[src/rtl/dmem_dump_pkg.sv]
// Shared definitions for the data-memory dump reader.
//   - state_e        : dump sequencer states
//   - WORD_BYTES     : byte stride between consecutive data-memory words
//   - word_byte_addr : byte address of word 'idx' relative to 'base'
//                      (64-bit result; callers truncate to their address width,
//                      which gives the modulo-2^ADDR_W wrap)
package dmem_dump_pkg;

  typedef enum logic [2:0] {
    S_IDLE,
    S_READ,
    S_CAPTURE,
    S_SEND,
    S_FINISH
  } state_e;

  localparam int unsigned WORD_BYTES = 4;

  function automatic logic [63:0] word_byte_addr(input logic [63:0] base,
                                                 input int unsigned idx);
    return base + 64'(WORD_BYTES) * 64'(idx);
  endfunction

endpackage

[src/rtl/dmem_dump_reader_if.sv]
// Valid/ready stream carrying (address, data) beats out of the dump reader.
//   out_valid : beat valid (master -> slave)
//   out_ready : beat accepted at the clock edge (slave -> master)
//   out_addr  : byte address of the word in this beat
//   out_data  : word contents
//   out_last  : marks the final word of the dump
interface dmem_dump_reader_if #(
  parameter int unsigned DATA_W = 32,
  parameter int unsigned ADDR_W = 32
);
  logic              out_valid;
  logic              out_ready;
  logic [ADDR_W-1:0] out_addr;
  logic [DATA_W-1:0] out_data;
  logic              out_last;

  modport master (output out_valid, output out_addr, output out_data,
                  output out_last, input out_ready);
  modport slave  (input out_valid, input out_addr, input out_data,
                  input out_last, output out_ready);
endinterface

[src/rtl/dmem_dump_reader_stream_hold_reg.sv]
// Output register for a valid/ready stream.
// Loads a beat when empty, holds it unchanged until the consumer accepts it,
// then clears valid. Payload is only rewritten by a load.
//   clk, reset        : clock, synchronous active-low reset
//   load_i            : capture addr_i/data_i/last_i (honoured only when empty)
//   ready_i           : consumer accepts the held beat
//   valid_o..last_o   : registered beat presented downstream
module stream_hold_reg #(
  parameter int unsigned DATA_W = 32,
  parameter int unsigned ADDR_W = 32
) (
  input  logic              clk,
  input  logic              reset,
  input  logic              load_i,
  input  logic [ADDR_W-1:0] addr_i,
  input  logic [DATA_W-1:0] data_i,
  input  logic              last_i,
  input  logic              ready_i,
  output logic              valid_o,
  output logic [ADDR_W-1:0] addr_o,
  output logic [DATA_W-1:0] data_o,
  output logic              last_o
);

  logic              valid_q;
  logic [ADDR_W-1:0] addr_q;
  logic [DATA_W-1:0] data_q;
  logic              last_q;

  always_ff @(posedge clk) begin
    if (!reset) begin
      valid_q <= 1'b0;
      addr_q  <= '0;
      data_q  <= '0;
      last_q  <= 1'b0;
    end else if (load_i && !valid_q) begin
      valid_q <= 1'b1;
      addr_q  <= addr_i;
      data_q  <= data_i;
      last_q  <= last_i;
    end else if (valid_q && ready_i) begin
      valid_q <= 1'b0;
      last_q  <= 1'b0;
    end
  end

  assign valid_o = valid_q;
  assign addr_o  = addr_q;
  assign data_o  = data_q;
  assign last_o  = last_q;

endmodule

[src/rtl/dmem_dump_reader.sv]
// Streams WORDS data-memory words starting at byte address BASE out as
// (address, data) beats. One word per READ -> CAPTURE -> SEND round trip,
// so the read port is strobed exactly once per beat.
//   clk, reset : clock, synchronous active-low reset (aborts a dump at once)
//   start      : begin a dump (only looked at in IDLE)
//   busy       : dump in progress (READ/CAPTURE/SEND/FINISH)
//   done       : one-cycle pulse after the last beat is accepted
//   mem_re     : read strobe, one cycle per word
//   mem_addr   : word-aligned byte address for the read
//   mem_rdata  : read data, valid the cycle after mem_re
//   out_if     : beat stream (master side)
module dmem_dump_reader
  import dmem_dump_pkg::*;
#(
  parameter int unsigned       DATA_W = 32,
  parameter int unsigned       ADDR_W = 32,
  parameter logic [ADDR_W-1:0] BASE   = '0,
  parameter int unsigned       WORDS  = 64
) (
  input  logic                clk,
  input  logic                reset,
  input  logic                start,
  output logic                busy,
  output logic                done,
  output logic                mem_re,
  output logic [ADDR_W-1:0]   mem_addr,
  input  logic [DATA_W-1:0]   mem_rdata,
  dmem_dump_reader_if.master  out_if
);

  // One spare bit so WORDS itself is representable; the index never wraps.
  localparam int unsigned IDX_W = $clog2(WORDS) + 1;

  state_e           state_q, state_d;
  logic [IDX_W-1:0] idx_q, idx_d;
  logic             load;
  logic             handshake;
  logic             is_last;

  assign handshake = (state_q == S_SEND) && out_if.out_valid && out_if.out_ready;
  assign is_last   = (idx_q == IDX_W'(WORDS - 1));

  // The address tracks the index at all times; the index is zero in IDLE so
  // the port rests at BASE, and it is unchanged in CAPTURE so the same value
  // is registered as the beat address.
  assign mem_addr = ADDR_W'(word_byte_addr(64'(BASE), 32'(idx_q)));
  assign mem_re   = (state_q == S_READ);
  assign busy     = (state_q != S_IDLE);
  assign done     = (state_q == S_FINISH);

  always_ff @(posedge clk) begin
    if (!reset) begin
      state_q <= S_IDLE;
      idx_q   <= '0;
    end else begin
      state_q <= state_d;
      idx_q   <= idx_d;
    end
  end

  always_comb begin
    state_d = state_q;
    idx_d   = idx_q;
    load    = 1'b0;
    unique case (state_q)
      S_IDLE: begin
        if (start) begin
          state_d = S_READ;
          idx_d   = '0;
        end
      end
      S_READ:    state_d = S_CAPTURE;
      S_CAPTURE: begin
        load    = 1'b1;
        state_d = S_SEND;
      end
      S_SEND: begin
        if (handshake) begin
          if (out_if.out_last) begin
            state_d = S_FINISH;
          end else begin
            idx_d   = idx_q + IDX_W'(1);
            state_d = S_READ;
          end
        end
      end
      S_FINISH: begin
        state_d = S_IDLE;
        idx_d   = '0;
      end
      default: state_d = S_IDLE;
    endcase
  end

  stream_hold_reg #(
    .DATA_W (DATA_W),
    .ADDR_W (ADDR_W)
  ) u_hold (
    .clk     (clk),
    .reset   (reset),
    .load_i  (load),
    .addr_i  (mem_addr),
    .data_i  (mem_rdata),
    .last_i  (is_last),
    .ready_i (out_if.out_ready),
    .valid_o (out_if.out_valid),
    .addr_o  (out_if.out_addr),
    .data_o  (out_if.out_data),
    .last_o  (out_if.out_last)
  );

endmodule

[src/flat_wrapper.sv]
// flat-port wrapper written by rule: the top's interface ports become plain ports
module dmem_dump_reader_flat import dmem_dump_pkg::*;
#(
  parameter int unsigned       DATA_W = 32,
  parameter int unsigned       ADDR_W = 32,
  parameter logic [ADDR_W-1:0] BASE   = '0,
  parameter int unsigned       WORDS  = 64
)
  (clk, reset, start, busy, done, mem_re, mem_addr, mem_rdata, out_if_out_valid, out_if_out_addr, out_if_out_data, out_if_out_last, out_if_out_ready);
  dmem_dump_reader_if #(.DATA_W(DATA_W), .ADDR_W(ADDR_W)) out_if_i ();
  input  logic clk;
  input  logic reset;
  input  logic start;
  output logic busy;
  output logic done;
  output logic mem_re;
  output logic [ADDR_W-1:0] mem_addr;
  input  logic [DATA_W-1:0] mem_rdata;
  output wire logic [$bits(out_if_i.out_valid)-1:0] out_if_out_valid;
  output wire logic [$bits(out_if_i.out_addr)-1:0] out_if_out_addr;
  output wire logic [$bits(out_if_i.out_data)-1:0] out_if_out_data;
  output wire logic [$bits(out_if_i.out_last)-1:0] out_if_out_last;
  input wire logic [$bits(out_if_i.out_ready)-1:0] out_if_out_ready;
  assign out_if_out_valid = out_if_i.out_valid;
  assign out_if_out_addr = out_if_i.out_addr;
  assign out_if_out_data = out_if_i.out_data;
  assign out_if_out_last = out_if_i.out_last;
  assign out_if_i.out_ready = out_if_out_ready;
  dmem_dump_reader #(.DATA_W(DATA_W), .ADDR_W(ADDR_W), .BASE(BASE), .WORDS(WORDS)) u_core (.clk(clk), .reset(reset), .start(start), .busy(busy), .done(done), .mem_re(mem_re), .mem_addr(mem_addr), .mem_rdata(mem_rdata), .out_if(out_if_i));
endmodule
[config.mk]
export PLATFORM = sky130hd
export DESIGN_NAME = dmem_dump_reader_flat
export DESIGN_NICKNAME = d
export VERILOG_FILES = /design/src/rtl/dmem_dump_pkg.sv /design/src/rtl/dmem_dump_reader_if.sv /design/src/rtl/dmem_dump_reader_stream_hold_reg.sv /design/src/rtl/dmem_dump_reader.sv /design/src/flat_wrapper.sv
export SDC_FILE = /design/constraint.sdc
export NUM_CORES = 1
export LEC_CHECK = 0
export ABC_AREA = 1
export CORE_MARGIN = 10
export CORE_UTILIZATION = 39
export CTS_BUF_LIST = sky130_fd_sc_hd__clkbuf_8
export DETAILED_ROUTE_END_ITERATION = 8
export GPL_TIMING_DRIVEN = 0
export HOLD_SLACK_MARGIN = 0.03
export PLACE_DENSITY = 0.89
export SLEW_MARGIN = 10
export SYNTH_ARGS = -nofsm -noshare
export SYNTH_HDL_FRONTEND = slang
export SYNTH_SLANG_ARGS = --single-unit
[constraint.sdc]
create_clock -name clk -period 1.6 [get_ports clk]
set_input_delay 0.16 -clock clk [delete_from_list [all_inputs] [get_ports clk]]
set_output_delay 0.16 -clock clk [all_outputs]
set_load 0.1 [all_outputs]
==> impl_metrics.py <==
metrics = {
    "status": {
        "status": "finished, final reports clean",
    },
    "placed_design": {
        "portBuffers": 86,
        "dpl.cell_count": 525,
        "place.gp.congestion": 0.7870,
        "hpwl_mm": 5.587,
        "placed_area_um2": 3496,
    },
    "floorplanning": {
        "core_area_um2": 5851,
        "die_w_um": 97.37,
        "rows": 28,
        "fp.dieH_um": 97.37,
        "initial_core_util_pct": 39.91,
        "io_pins": 137,
        "die_area_um2": 9481,
    },
    "synthesis": {
        "synth_top_cell_area_share_pct": 43.73,
        "synth_area_leader_cell": "dfxtp_1",
        "synth_cells": 315,
        "ys_warn_count": 0,
        "ys_types": 22,
        "postSynthAreaPerCell_um2": 7.412,
        "ys_ff_latch": 51,
        "seq_area_frac_synth_pct": 43.73,
        "synth_area_leaders": "dfxtp_1, buf_4, nor2_1",
        "syn_area_um2": 2335,
    },
    "worst_setup_path": {
        "critPathKind": "register to primary output",
        "timing.rr.start": "u_core.state_q[2]",
        "reg2reg_to": "u_core.u_hold.data_o[13]",
        "worstSetupStartpointType": "register",
        "cp.arrival_ps": 1320,
        "cp_max_fo": 6,
        "rrSetupSlack_ps": 150,
        "endpoint_kind": "primary output",
        "cp.required_ps": 1440,
        "ff2ff_path_depth": 7,
    },
    "final_layout": {
        "area_growth_pct": 58.57,
        "layout.cells.non_filler": 534,
        "drive_gt1_share_pct": 29.63,
        "utilization_pct": 63.28,
        "nets": 495,
        "num_antenna_cells": 0,
        "final_area_um2": 3702,
    },
    "pwr": {
        "p_leak_nw": 1.734,
        "ir_worst_vdd_uv": 1083,
        "powerDensity_nw_per_um2": 1673,
        "power.total_mw": 6.194,
    },
    "min_path": {
        "hp-class": "primary input to register",
        "min_path_cells": 3,
        "worstHoldStart": "mem_rdata[11]",
        "hold_end": "u_core.u_hold.data_o[11]",
    },
    "sta": {
        "finClkSkew_ps": 4.452,
        "finalSetupViolations": 0,
        "slew_viol_final": 0,
        "relSlewSlack_pct": 61.42,
        "min_period_over_period_pct": 92.80,
        "clock.fmax_mhz": 673.5,
        "period_needed_ps": 1485,
        "fin_hold_ws_ps": 433.0,
        "hold_viol": 0,
        "worstMarginPinSlew_ps": 581.3,
        "rsz0062_at_grt": "false",
    },
    "grt": {
        "grt_pass1_vias": 2189,
        "antenna_found_initial": 0,
        "grt_first_pass_wirelength_mm": 10.84,
        "grt_max_degree": 17,
        "overflow": 0,
        "busiest_layer": "met2",
        "grtUsageMet1_pct": 13.36,
        "globalRouteMet3Util_pct": 7.539,
        "track_usage_pct": 13.52,
        "grt_util_met2_pct": 23.25,
    },
    "run": {
        "maxCapViolations": 0,
    },
    "clock_network": {
        "htreeDepth": 2,
        "clock-sinks": 51,
        "clockRootBuffer": "clkbuf_8",
        "clock_path_buffers": 2,
        "numCtsBuffers": 5,
        "worstSkewPairLatency_ps": 300,
        "cts_tree": "done",
        "clk_pin_slew_ps": 90,
        "postCtsHoldBufs": 0,
    },
    "drt": {
        "first_iter_violations": 136,
        "ant_nets": 0,
        "drt-total-wl_mm": 6.923,
        "drcViolationCount": 0,
        "dr.pass1.iters": 4,
        "vias_per_cell": 4.221,
        "vias": 2254,
        "avgRoutedWirePerCell_um": 12.96,
    },
}
[logic make-up (layout without fill, tap and decap cells)]
family | Yosys count | in the layout | share of synthesized area [%]
AND/OR/NAND/NOR | 130 | 130 | 22.62
buffers and inverters | 77 | 172 | 21.11
other | 1 | 50 | 0.1606
adder cells (fa/ha/maj) | 1 | 1 | 0.5358
AO/OA/AOI/OAI | 55 | 55 | 11.84
flip-flops | 51 | 51 | 43.73
[where the power goes]
part	switching, mW	leakage (nW)	internal [mW]
clock	0.427	0.0687	0.625
combinational	2.82	1.24	0.685
sequential	0.131	0.421	1.51
[worst max-delay path, stage by stage (launching register included)]
cell and delay (ps):
dfxtp_1 440, nor2_1 100, nand2_1 60, buf_2 420
[cell usage after synthesis]
| cell type | count |
|---|---|
| clkbuf_1 | 3 |
| nor2_4 | 2 |
| a21oi_1 | 10 |
| nand4_1 | 1 |
| nor3_1 | 2 |
| buf_2 | 7 |
| inv_1 | 12 |
| buf_1 | 1 |
| nand3_1 | 9 |
| dfxtp_1 | 51 |
| ha_1 | 1 |
| buf_4 | 50 |
| nor2_1 | 82 |
| inv_2 | 3 |
| conb_1 | 1 |
| buf_6 | 1 |
| o21ai_0 | 44 |
| nand2_2 | 1 |
| a31oi_1 | 1 |
| nor2_2 | 1 |
| nor3b_1 | 1 |
| nand2_1 | 31 |
[layer usage]
layer | vias to the layer above | wire length (um)
met1 | 955 | 2614
met2 | 104 | 3281
met4 | 0 | 131
met3 | 12 | 894
li1 | 1183 | -
met5 | - | 0
[cell type report]
cell class,instances,area (um2)
Buffer,62,436.7
Fill cell,527,2148
Timing Repair Buffer,87,930.9
Tap cell,75,93.84
Sequential cell,51,1040
Clock inverter,3,66.31
Inverter,15,56.30
Clock buffer,5,68.82
Multi-Input combinational cell,236,1010
[timing repair]
| action | 4_1_cts | 5_1_grt |
|---|---|---|
| pin swaps | 0 | 1 |
| buffers inserted | 0 | 1 |
| resized for setup | 160 | 2 |
| endpoints found under the setup margin | 51 | 31 |
[sequential cells by signal, indices dropped and copies added (netlist names)]
signal                 count
u_core.u_hold.valid_o      1
u_core.idx_q               7
u_core.state_q             3
u_core.u_hold.last_o       1
u_core.u_hold.addr_o       7
u_core.u_hold.data_o      32
[stage by stage]
step / setup WS, ps / setup TNS [ps]
floorplan: 31.93 / 0
global placement: -377.2 / -1808
detailed placement: -389.4 / -2129
CTS: 33.97 / 0
global route: 13.78 / 0
finish: 115.2 / 0
[cells in the final DEF, fill, tap and decap left out, types with 6 or more instances in the layout]
| master | n |
|---|---|
| nand3_1 | 9 |
| nor2_1 | 80 |
| conb_1 | 50 |
| nand2_1 | 31 |
| inv_1 | 12 |
| a21oi_1 | 10 |
| dfxtp_2 | 6 |
| clkdlybuf4s50_1 | 35 |
| buf_4 | 51 |
| buf_2 | 8 |
| clkdlybuf4s15_2 | 48 |
| o21ai_0 | 44 |
| dfxtp_1 | 42 |
[worst max path at each step]
stage	slack, ps	end	cells past startpoint	from
after floorplan	30	u_core.state_q[1]	4	u_core.state_q[0]
after global placement	-380	done	4	u_core.state_q[0]
after detailed placement	-390	done	4	u_core.state_q[0]
after CTS	30	mem_re	3	u_core.state_q[0]
after global routing	10	u_core.u_hold.data_o[27]	8	u_core.state_q[1]
final	120	busy	3	u_core.state_q[0]
Power figures use the tool's default switching activity.
